--- src/rtl/cu_pkg.sv ---
// Shared types for the compute-unit address/control sequencer.
package cu_pkg;

  localparam int unsigned SYS_DIM_DEF = 16;

  typedef enum logic [1:0] {
    MODE_INF = 2'd0,
    MODE_FW  = 2'd1,
    MODE_BW  = 2'd2,
    MODE_WU  = 2'd3
  } mode_e;

  typedef enum logic [1:0] {
    ST_IDLE,
    ST_STREAM,
    ST_DRAIN,
    ST_DONE
  } state_e;

  typedef struct packed {
    logic al_we;
    logic zl_we;
    logic dl_we;
    logic w_we;
    logic en_act;
    logic en_actd;
    logic en_wu;
  } wr_en_t;

  // Write-side enables a job of the given mode drives for each result vector.
  function automatic wr_en_t mode_enables(mode_e m);
    wr_en_t e;
    e = '0;
    case (m)
      MODE_INF: begin e.al_we = 1'b1; e.en_act  = 1'b1; end
      MODE_FW:  begin e.zl_we = 1'b1; e.al_we   = 1'b1; e.en_act = 1'b1; end
      MODE_BW:  begin e.dl_we = 1'b1; e.en_actd = 1'b1; end
      MODE_WU:  begin e.w_we  = 1'b1; e.en_wu   = 1'b1; end
      default:  e = '0;
    endcase
    return e;
  endfunction

endpackage

--- src/rtl/cu_sequencer_if.sv ---
// Scheduler/buffer-side signal bundle of the compute-unit sequencer.
interface cu_sequencer_if #(
  parameter int unsigned TILE_W      = 8,
  parameter int unsigned STREAM_W    = 10,
  parameter int unsigned W_ADDR_W    = 8,
  parameter int unsigned AL_ADDR_W   = 11,
  parameter int unsigned DLZL_ADDR_W = 14
);
  logic                   start;
  logic                   abort;
  logic [1:0]             cfg_mode;
  logic [TILE_W-1:0]      cfg_tiles;
  logic [STREAM_W-1:0]    cfg_stream;
  logic                   busy;
  logic                   done;
  logic                   cfg_err;
  logic [1:0]             sel1;
  logic [1:0]             sel2;
  logic                   rd_en;
  logic [W_ADDR_W-1:0]    w_rd_addr;
  logic [AL_ADDR_W-1:0]   al_rd_addr;
  logic [DLZL_ADDR_W-1:0] dlzl_rd_addr;
  logic [DLZL_ADDR_W-1:0] wr_addr;
  logic                   al_we;
  logic                   zl_we;
  logic                   dl_we;
  logic                   w_we;
  logic                   en_act;
  logic                   en_actd;
  logic                   en_wu;

  modport master (
    output start, abort, cfg_mode, cfg_tiles, cfg_stream,
    input  busy, done, cfg_err, sel1, sel2, rd_en, w_rd_addr, al_rd_addr,
           dlzl_rd_addr, wr_addr, al_we, zl_we, dl_we, w_we, en_act, en_actd, en_wu
  );

  modport slave (
    input  start, abort, cfg_mode, cfg_tiles, cfg_stream,
    output busy, done, cfg_err, sel1, sel2, rd_en, w_rd_addr, al_rd_addr,
           dlzl_rd_addr, wr_addr, al_we, zl_we, dl_we, w_we, en_act, en_actd, en_wu
  );
endinterface

--- src/rtl/cu_delay_line.sv ---
// Fixed-depth shift register aligning read-issue strobes with result validity.
module cu_delay_line #(
  parameter int unsigned DEPTH = 31,
  parameter int unsigned WIDTH = 1
) (
  input  logic             clk,
  input  logic             rst_n,
  input  logic             i_clr,
  input  logic [WIDTH-1:0] i_d,
  output logic [WIDTH-1:0] o_q
);
  logic [WIDTH-1:0] r_sr [DEPTH];

  // Shift one stage per cycle; clear flushes all in-flight bits.
  always_ff @(posedge clk or negedge rst_n) begin
    if (!rst_n) begin
      for (int unsigned i = 0; i < DEPTH; i++) r_sr[i] <= '0;
    end else if (i_clr) begin
      for (int unsigned i = 0; i < DEPTH; i++) r_sr[i] <= '0;
    end else begin
      r_sr[0] <= i_d;
      for (int unsigned i = 1; i < DEPTH; i++) r_sr[i] <= r_sr[i-1];
    end
  end

  assign o_q = r_sr[DEPTH-1];
endmodule

--- src/rtl/cu_sequencer.sv ---
// Per-job address/control sequencer: issues buffer reads, then raises
// latency-aligned write enables and addresses for the result stream.
module cu_sequencer
  import cu_pkg::*;
#(
  parameter int unsigned SYS_DIM     = SYS_DIM_DEF,
  parameter int unsigned W_ADDR_W    = 8,
  parameter int unsigned AL_ADDR_W   = 11,
  parameter int unsigned DLZL_ADDR_W = 14,
  parameter int unsigned TILE_W      = 8,
  parameter int unsigned STREAM_W    = 10,
  parameter int unsigned PIPE_LAT    = 2 * SYS_DIM - 1
) (
  input logic          clk,
  input logic          rst,
  cu_sequencer_if.slave bus
);
  localparam int unsigned PW = TILE_W + STREAM_W + AL_ADDR_W + 1;
  localparam int unsigned DW = $clog2(PIPE_LAT + 1);

  state_e                 r_state, w_next;
  mode_e                  r_mode;
  logic [TILE_W-1:0]      r_tiles, r_t;
  logic [STREAM_W-1:0]    r_stream, r_k;
  logic [DLZL_ADDR_W-1:0] r_n, r_wr_cnt;
  logic [DW-1:0]          r_drain;
  logic                   r_cfg_err;

  logic                   w_accept, w_abort, w_zero, w_ovf, w_k_last, w_last_issue, w_drain_end;
  logic                   w_rd_en, w_busy, w_done, w_wv;
  logic [1:0]             w_sel;
  logic [PW-1:0]          w_prod;
  wr_en_t                 w_en_issue, w_en_wr;
  logic [7:0]             w_dly_q;

  assign w_accept     = (r_state == ST_IDLE) && bus.start;
  assign w_abort      = (r_state != ST_IDLE) && bus.abort;
  assign w_zero       = (bus.cfg_tiles == '0) || (bus.cfg_stream == '0);
  assign w_prod       = PW'(bus.cfg_tiles) * PW'(bus.cfg_stream);
  assign w_ovf        = w_prod > (PW'(1) << AL_ADDR_W);
  assign w_k_last     = (r_k == r_stream - STREAM_W'(1));
  assign w_last_issue = w_k_last && (r_t == r_tiles - TILE_W'(1));
  assign w_drain_end  = (r_drain == DW'(PIPE_LAT - 1));

  // Next state and state-decoded outputs.
  always_comb begin
    w_next  = r_state;
    w_rd_en = 1'b0;
    w_busy  = 1'b1;
    w_done  = 1'b0;
    w_sel   = r_mode;
    case (r_state)
      ST_IDLE: begin
        w_busy = 1'b0;
        w_sel  = 2'd0;
        if (bus.start) w_next = w_zero ? ST_DONE : ST_STREAM;
      end
      ST_STREAM: begin
        w_rd_en = 1'b1;
        if (w_last_issue) w_next = ST_DRAIN;
      end
      ST_DRAIN: if (w_drain_end) w_next = ST_DONE;
      ST_DONE: begin
        w_done = 1'b1;
        w_next = ST_IDLE;
      end
      default: w_next = ST_IDLE;
    endcase
    if (w_abort) w_next = ST_IDLE;
  end

  // State register.
  always_ff @(posedge clk or negedge rst) begin
    if (!rst) r_state <= ST_IDLE;
    else      r_state <= w_next;
  end

  // Job config latch and issue/drain/write counters; counters return to 0
  // on abort and in DONE so the idle addresses read as zero.
  always_ff @(posedge clk or negedge rst) begin
    if (!rst) begin
      r_mode    <= MODE_INF;
      r_tiles   <= '0;
      r_stream  <= '0;
      r_cfg_err <= 1'b0;
      r_k       <= '0;
      r_t       <= '0;
      r_n       <= '0;
      r_drain   <= '0;
      r_wr_cnt  <= '0;
    end else if (w_abort || r_state == ST_DONE) begin
      r_k      <= '0;
      r_t      <= '0;
      r_n      <= '0;
      r_drain  <= '0;
      r_wr_cnt <= '0;
    end else begin
      if (w_accept) begin
        r_mode    <= mode_e'(bus.cfg_mode);
        r_tiles   <= bus.cfg_tiles;
        r_stream  <= bus.cfg_stream;
        r_cfg_err <= w_ovf;
        r_k       <= '0;
        r_t       <= '0;
        r_n       <= '0;
        r_drain   <= '0;
        r_wr_cnt  <= '0;
      end
      if (w_rd_en) begin
        r_n <= r_n + DLZL_ADDR_W'(1);
        if (w_k_last) begin
          r_k <= '0;
          r_t <= r_t + TILE_W'(1);
        end else begin
          r_k <= r_k + STREAM_W'(1);
        end
      end
      if (r_state == ST_DRAIN) r_drain <= r_drain + DW'(1);
      if (w_wv) r_wr_cnt <= r_wr_cnt + DLZL_ADDR_W'(1);
    end
  end

  // Mode enables are formed at issue time and travel with the strobe, so
  // they arrive already aligned with their result vector.
  assign w_en_issue = w_rd_en ? mode_enables(r_mode) : '0;

  cu_delay_line #(
    .DEPTH (PIPE_LAT),
    .WIDTH (8)
  ) u_dly (
    .clk   (clk),
    .rst_n (rst),
    .i_clr (w_abort),
    .i_d   ({w_rd_en, w_en_issue}),
    .o_q   (w_dly_q)
  );

  assign w_wv    = w_dly_q[7];
  assign w_en_wr = w_dly_q[6:0];

  assign bus.busy         = w_busy;
  assign bus.done         = w_done;
  assign bus.cfg_err      = r_cfg_err;
  assign bus.sel1         = w_sel;
  assign bus.sel2         = w_sel;
  assign bus.rd_en        = w_rd_en;
  assign bus.w_rd_addr    = W_ADDR_W'(r_k);
  assign bus.al_rd_addr   = AL_ADDR_W'(r_n);
  assign bus.dlzl_rd_addr = r_n;
  assign bus.wr_addr      = r_wr_cnt;
  assign bus.al_we        = w_en_wr.al_we;
  assign bus.zl_we        = w_en_wr.zl_we;
  assign bus.dl_we        = w_en_wr.dl_we;
  assign bus.w_we         = w_en_wr.w_we;
  assign bus.en_act       = w_en_wr.en_act;
  assign bus.en_actd      = w_en_wr.en_actd;
  assign bus.en_wu        = w_en_wr.en_wu;
endmodule

--- src/flat_wrapper.sv ---
// flat-port wrapper written by rule: the top's interface ports become plain ports
module cu_sequencer_flat import cu_pkg::*;
#(
  parameter int unsigned SYS_DIM     = SYS_DIM_DEF,
  parameter int unsigned W_ADDR_W    = 8,
  parameter int unsigned AL_ADDR_W   = 11,
  parameter int unsigned DLZL_ADDR_W = 14,
  parameter int unsigned TILE_W      = 8,
  parameter int unsigned STREAM_W    = 10,
  parameter int unsigned PIPE_LAT    = 2 * SYS_DIM - 1
)
  (clk, rst, bus_start, bus_abort, bus_cfg_mode, bus_cfg_tiles, bus_cfg_stream, bus_busy, bus_done, bus_cfg_err, bus_sel1, bus_sel2, bus_rd_en, bus_w_rd_addr, bus_al_rd_addr, bus_dlzl_rd_addr, bus_wr_addr, bus_al_we, bus_zl_we, bus_dl_we, bus_w_we, bus_en_act, bus_en_actd, bus_en_wu);
  cu_sequencer_if #(.TILE_W(TILE_W), .STREAM_W(STREAM_W), .W_ADDR_W(W_ADDR_W), .AL_ADDR_W(AL_ADDR_W), .DLZL_ADDR_W(DLZL_ADDR_W)) bus_i ();
  input logic clk;
  input logic rst;
  input wire logic [$bits(bus_i.start)-1:0] bus_start;
  input wire logic [$bits(bus_i.abort)-1:0] bus_abort;
  input wire logic [$bits(bus_i.cfg_mode)-1:0] bus_cfg_mode;
  input wire logic [$bits(bus_i.cfg_tiles)-1:0] bus_cfg_tiles;
  input wire logic [$bits(bus_i.cfg_stream)-1:0] bus_cfg_stream;
  output wire logic [$bits(bus_i.busy)-1:0] bus_busy;
  output wire logic [$bits(bus_i.done)-1:0] bus_done;
  output wire logic [$bits(bus_i.cfg_err)-1:0] bus_cfg_err;
  output wire logic [$bits(bus_i.sel1)-1:0] bus_sel1;
  output wire logic [$bits(bus_i.sel2)-1:0] bus_sel2;
  output wire logic [$bits(bus_i.rd_en)-1:0] bus_rd_en;
  output wire logic [$bits(bus_i.w_rd_addr)-1:0] bus_w_rd_addr;
  output wire logic [$bits(bus_i.al_rd_addr)-1:0] bus_al_rd_addr;
  output wire logic [$bits(bus_i.dlzl_rd_addr)-1:0] bus_dlzl_rd_addr;
  output wire logic [$bits(bus_i.wr_addr)-1:0] bus_wr_addr;
  output wire logic [$bits(bus_i.al_we)-1:0] bus_al_we;
  output wire logic [$bits(bus_i.zl_we)-1:0] bus_zl_we;
  output wire logic [$bits(bus_i.dl_we)-1:0] bus_dl_we;
  output wire logic [$bits(bus_i.w_we)-1:0] bus_w_we;
  output wire logic [$bits(bus_i.en_act)-1:0] bus_en_act;
  output wire logic [$bits(bus_i.en_actd)-1:0] bus_en_actd;
  output wire logic [$bits(bus_i.en_wu)-1:0] bus_en_wu;
  assign bus_i.start = bus_start;
  assign bus_i.abort = bus_abort;
  assign bus_i.cfg_mode = bus_cfg_mode;
  assign bus_i.cfg_tiles = bus_cfg_tiles;
  assign bus_i.cfg_stream = bus_cfg_stream;
  assign bus_busy = bus_i.busy;
  assign bus_done = bus_i.done;
  assign bus_cfg_err = bus_i.cfg_err;
  assign bus_sel1 = bus_i.sel1;
  assign bus_sel2 = bus_i.sel2;
  assign bus_rd_en = bus_i.rd_en;
  assign bus_w_rd_addr = bus_i.w_rd_addr;
  assign bus_al_rd_addr = bus_i.al_rd_addr;
  assign bus_dlzl_rd_addr = bus_i.dlzl_rd_addr;
  assign bus_wr_addr = bus_i.wr_addr;
  assign bus_al_we = bus_i.al_we;
  assign bus_zl_we = bus_i.zl_we;
  assign bus_dl_we = bus_i.dl_we;
  assign bus_w_we = bus_i.w_we;
  assign bus_en_act = bus_i.en_act;
  assign bus_en_actd = bus_i.en_actd;
  assign bus_en_wu = bus_i.en_wu;
  cu_sequencer #(.SYS_DIM(SYS_DIM), .W_ADDR_W(W_ADDR_W), .AL_ADDR_W(AL_ADDR_W), .DLZL_ADDR_W(DLZL_ADDR_W), .TILE_W(TILE_W), .STREAM_W(STREAM_W), .PIPE_LAT(PIPE_LAT)) u_core (.clk(clk), .rst(rst), .bus(bus_i));
endmodule
--- config.mk ---
export PLATFORM = sky130hd
export DESIGN_NAME = cu_sequencer_flat
export DESIGN_NICKNAME = d
export VERILOG_FILES = /design/src/rtl/cu_pkg.sv /design/src/rtl/cu_sequencer_if.sv /design/src/rtl/cu_delay_line.sv /design/src/rtl/cu_sequencer.sv /design/src/flat_wrapper.sv
export SDC_FILE = /design/constraint.sdc
export NUM_CORES = 1
export LEC_CHECK = 0
export ABC_AREA = 1
export CAP_MARGIN = 0
export CORE_ASPECT_RATIO = 1.5
export CORE_UTILIZATION = 54
export DETAILED_ROUTE_END_ITERATION = 6
export GPL_ROUTABILITY_DRIVEN = 1
export PLACE_DENSITY = 0.84
export SLEW_MARGIN = 10
export SYNTH_ARGS = -nofsm -noshare
export SYNTH_HDL_FRONTEND = slang
export SYNTH_SLANG_ARGS = --single-unit
--- constraint.sdc ---
create_clock -name clk -period 1.84 [get_ports clk]
set_input_delay 0.368 -clock clk [delete_from_list [all_inputs] [get_ports clk]]
set_output_delay 0.368 -clock clk [all_outputs]
set_load 0.005 [all_outputs]
======== Yosys cells after proc, flatten, opt, wreduce, memory -nomap -nowiden ========
Index checks and enable logic that the tools add are counted.
cells by class
  reductions and logical operators ........ 16
  add/subtract/negate cells ............... 7
  eq/ne operators ......................... 12
  multiplexer cells ....................... 32
  magnitude comparators ................... 1
  multipliers ............................. 1
  bitwise operators ....................... 1
operators with widths
  operator                                              count
  two-way mux 248 bit                                   1
  two-way mux 14 bit                                    5
  two-way mux 10 bit                                    4
  two-way mux 8 bit                                     4
  adder 14 x 1 -> 14 bit, second input constant         2
  > comparator 18 x 12 -> 1 bit, second input constant  1
  multiplier 8 x 10 -> 18 bit                           1
  two-way mux 5 bit                                     3
  two-way mux 2 bit                                     6
  adder 10 x 1 -> 10 bit, second input constant         1
  == test 10 bit                                        1
  zero test 10 bit                                      1
  subtractor 10 x 1 -> 10 bit, second input constant    1
  nonzero test 3 bit                                    3
  adder 8 x 1 -> 8 bit, second input constant           1
  == test 2 bit, second input constant                  4
  == test 8 bit                                         1
  zero test 8 bit                                       1
  case mux 2 bit (4 select lines)                       1
  subtractor 8 x 1 -> 8 bit, second input constant      1
  two-way mux 1 bit                                     7
  two-way mux 7 bit                                     1
  != test 3 x 1 -> 1 bit, second input constant         2
  adder 5 x 1 -> 5 bit, second input constant           1
  other kinds (11)                                      16
storage, ports and cells
  logic and storage cells ................. 111
  bits in registers ....................... 322
  output and inout bits ................... 62
  bits of input ports ..................... 24

======== Longest topological paths before layout ========
  depth after elaboration ................. 6
  gate-level depth with buffers ........... 24
  depth with buffers taken out ............ 23

======== Modules after synthesis ========
A second synthesis with hierarchy kept.
second synthesis, totals
  cell total of the unflattened synthesis .. 1,901
  area total of the unflattened synthesis .. 16,154.2 sq um
by module, submodules not included
  module         times used  area each (sq um)  cells each  sequential area each (sq um)
  cu_delay_line  1           8,480.6            780         6,206.0
  cu_sequencer   1           7,673.6            1,121       1,851.8

======== Worst setup path before layout ========
No wires, ideal clock.
  kind .................................... input-to-reg
  start ................................... input bus_cfg_stream[0]
  end ..................................... register u_core.r_cfg_err (netlist: u_core.bus.cfg_err)
  setup time .............................. 0.117 ns
  data required time ...................... 1.723 ns
  path buffers ............................ 1
  data arrival time ....................... 4.202 ns
  path slack .............................. -2.479 ns
  stages on the path ...................... 22
  path through ............................ buf_1 nand2_1 fa_1 fa_1 inv_1 fa_1 inv_1 fa_1 inv_1 ha_1 a21oi_1 nor2_1 nor2_1 nand2_1 nand2_1 nand2_1 nand2_1 nand2_1 nor2_1 nand2_1 nor2_1 nor2_1
on the way
  cells in the longest elaborated chain, start to end .. 2
RTL lines
  element                        line                 RTL
  start: declaration             flat_wrapper.sv:20   input wire logic [$bits(bus_i.cfg_stream)-1:0] bus_cfg_stream;
  multiplier 8 x 10 -> 18 bit    cu_sequencer.sv:39   assign w_prod = PW'(bus.cfg_tiles) * PW'(bus.cfg_stream);
  > comparator 18 x 12 -> 1 bit  cu_sequencer.sv:40   assign w_ovf = w_prod > (PW'(1) << AL_ADDR_W);
  end signal: assignment         cu_sequencer.sv:102  r_cfg_err <= w_ovf;
  end: declaration               cu_sequencer.sv:27   logic r_cfg_err;
Every way passes these cells.
A chain may end at the register's enable or synchronous reset.

======== Final worst setup path ========
  start ................................... input bus_cfg_tiles[4]
  end ..................................... register u_core.r_cfg_err (netlist: u_core.bus.cfg_err)
on the way
  cells in the longest elaborated chain, start to end .. 2
RTL lines
  element                        line                RTL
  start: declaration             flat_wrapper.sv:19  input wire logic [$bits(bus_i.cfg_tiles)-1:0] bus_cfg_tiles;
  multiplier 8 x 10 -> 18 bit    cu_sequencer.sv:39
  > comparator 18 x 12 -> 1 bit  cu_sequencer.sv:40
Every way passes these cells.

==> out/metrics.csv <==
metric;value;unit
Crit Path Max Fanout;8;
Critical Path AT;4.41;ns
Overall Global Routing Usage;0.3101;
max_slew headroom;0.3681;
Vias;12880;
cts bufs inserted;21;
first-pass GRT wire length;58740;µm
mean post-synth cell area;8.045;µm²
Final Max Slew Viols;0;
Design Area, Final;17640;µm²
# rows;68;
worst setup path class;in -> reg;
post-route setup slack;-2.168;ns
Cell Pwr Density;1418;nW/µm²
Syn Inst Count;1583;
top_reg_cell synth;dfrtp_1;
Slew @ Worst Pin;0.9447;ns
Max Cap Viol;0;
static leakage;9.349;nW
Setup Viol. Count Final;79;
Clock Tree Buf Depth;3;
clk_skew;0.01862;ns
Max VDD drop;0.8797;mV
Die Width;127.4;µm
Clock Tree Root;clkbuf_16;
Port Buf Inserts;85;
post-route ant nets;0;
vias in the first global route;12350;
Mapped Area;12730;µm²
Detailed Route Iter0 Violations;1449;
GRT overflow;0;
pre-CTS WS;-2.934;ns
Seq/Total Area, Yosys;0.4500;
violated checks;design-rule violations, negative setup slack;
min-delay worst type;in -> reg;
Starting Density;0.5523;
initial antenna violation count;2;
synth-to-layout area growth;38.50;%
CP endpoint kind;flop;
RSZ-0062 raised after global routing;true;
non-filler cells, final;2173;
nets;1965;
FMAX;249.5;MHz
TritonRoute pass-1 iters;7;
Clock transition at path regs;0.07;ns
asr flop ratio synth;1.000;
layout cell share with drive strength beyond 1;0.2960;
Syn. warnings;0;
most common cell after layout, fill and taps aside;inv_1;
most frequent cells in the layout;inv_1, dfrtp_1, nor2_1;
FILL cells;1198;
Placement Cell Area;14780;µm²
post-DR vias/cell;5.929;
RePlAce Congestion;0.9194;
Final Core Density;0.7650;
post-route setup TNS;-22.68;ns
total wire length;48850;µm
WP data required;2.24;ns
Final Critical Period;4.008;ns
Final Hold Fails;0;
Residual DRC;4;
Worst-Skew Late Latency;0.54;ns
fin crit share;2.178;
largest net degree at the start of global routing;126;
I/O Pins;86;
DP Cell Count;2041;
Yosys cell types;42;
core area;23060;µm²
Final Power;25.01;mW
crit path launch type;input port;
CTS tree;yes;
detailed placement HPWL;20140;µm
die area;24210;µm²
# H-tree levels;1;
Synth Net Count;1705;
# diodes;0;
number of synthesized flops with an enable pin;0;
clk sink count;229;
die height;190.1;µm
status;complete, but fails checks;
FF+latch count, synth;229;
DR WL/cell;22.48;µm
Min Hold Slack;0.1654;ns
## cells by family after synthesis
kind of cell,Yosys count,share of synthesized area
adder cells (fa/ha/maj),98,0.1246
AND/OR/NAND/NOR,657,0.2122
XOR/XNOR,31,0.02132
flip-flops,229,0.4500
AO/OA/AOI/OAI,107,0.04745
buffers and inverters,461,0.1444
## cell usage after synthesis (2+ instances only)
cell,instances,share of area
a21oi_1,35,0.014
a22o_1,2,0.0014
a22oi_1,2,0.0012
a31oi_1,4,0.0020
buf_1,4,0.0012
buf_2,3,0.0012
buf_4,26,0.015
clkbuf_1,33,0.0097
dfrtp_1,229,0.45
fa_1,48,0.075
ha_1,50,0.049
inv_1,386,0.11
inv_2,8,0.0024
nand2_1,296,0.087
nand3_1,62,0.024
nand3_2,2,0.0016
nand3b_1,4,0.0024
nand4_1,8,0.0039
nor2_1,244,0.072
nor2_2,7,0.0034
nor2_4,5,0.0044
nor3_1,17,0.0067
nor4_1,5,0.0025
o21ai_0,38,0.015
o21ai_1,5,0.0020
o21bai_1,3,0.0018
o22ai_1,9,0.0044
o32ai_1,4,0.0028
or2_2,2,0.00098
xnor2_1,10,0.0069
xor2_1,21,0.014
## state kept, by name, indices dropped and copies added (netlist names)
signal	cells
u_core.r_mode	2
u_core.r_k	10
u_core.bus.dlzl_rd_addr	14
u_core.r_state	2
u_core.r_tiles	8
u_core.u_dly.o_q	5
u_core.bus.wr_addr	14
u_core.bus.cfg_err	1
u_core.r_drain	5
u_core.r_t	8
u_core.u_dly.r_sr	150
u_core.r_stream	10
## metal layers
metal  global-route usage  vias up  wire length [µm]
met4               0.2143        4              5858
met5                    0        -                23
met1               0.3214     5956             14330
li1                     -     5150                 -
met3              0.05512      566              5799
met2               0.5633     1208             22830
## power by group
group / internal (mW) / switching [mW]
sequential: 5.54 / 0.531
clock: 2.65 / 2.13
combinational: 5.88 / 8.29
## path summary, 6_finish.rpt
check,start,endpoint,slack (ns),cells after the start
setup / recovery,bus_cfg_tiles[4],u_core.bus.cfg_err,-2.17,23
hold / removal,bus_cfg_stream[1],u_core.r_stream[1],0.17,3
setup reg to reg,u_core.bus.dlzl_rd_addr[0],u_core.bus.dlzl_rd_addr[11],-1.17,9
hold reg to reg,u_core.r_mode[1],u_core.u_dly.r_sr[246],0.45,1
max in group asynchronous,rst,u_core.u_dly.r_sr[19],0.81,3
min in group asynchronous,rst,u_core.u_dly.r_sr[151],0.33,2
## what timing repair did
action | in CTS | in global routing
resized for setup | 292 | 250
endpoints found under the setup margin | 84 | 234
endpoints found under the hold margin | 42 | 0
hold buffers | 1 | 0
setup buffers | 45 | 59
pin swaps | 78 | 95
gates cloned | 3 | 2
## layout make-up
| type | instances | area [µm²] | share of cell area |
|---|---|---|---|
| Clock buffer | 29 | 615.6 | 0.03490 |
| Clock inverter | 9 | 111.4 | 0.006313 |
| Inverter | 394 | 1515 | 0.08590 |
| Multi-Input combinational cell | 893 | 6351 | 0.3601 |
| Sequential cell | 229 | 5738 | 0.3253 |
| Tap cell | 315 | 394.1 | 0.02235 |
| Timing Repair Buffer | 304 | 2913 | 0.1651 |
## critical path, cell delays in order
cell,delay [ns]
buf_6,0.08
buf_12,0.14
nand2_4,0.06
fa_1,0.49
fa_1,0.51
inv_1,0.08
fa_1,0.56
inv_2,0.05
fa_1,0.55
inv_2,0.06
ha_4,0.36
nand2_4,0.10
inv_2,0.10
a21oi_4,0.06
buf_4,0.13
nand3_2,0.05
nand2_1,0.08
nor2_2,0.11
nand3_1,0.10
nand2_1,0.11
nand3_2,0.10
nor2_2,0.11
nor2_1,0.04
(Power assumes the default switching activity.)
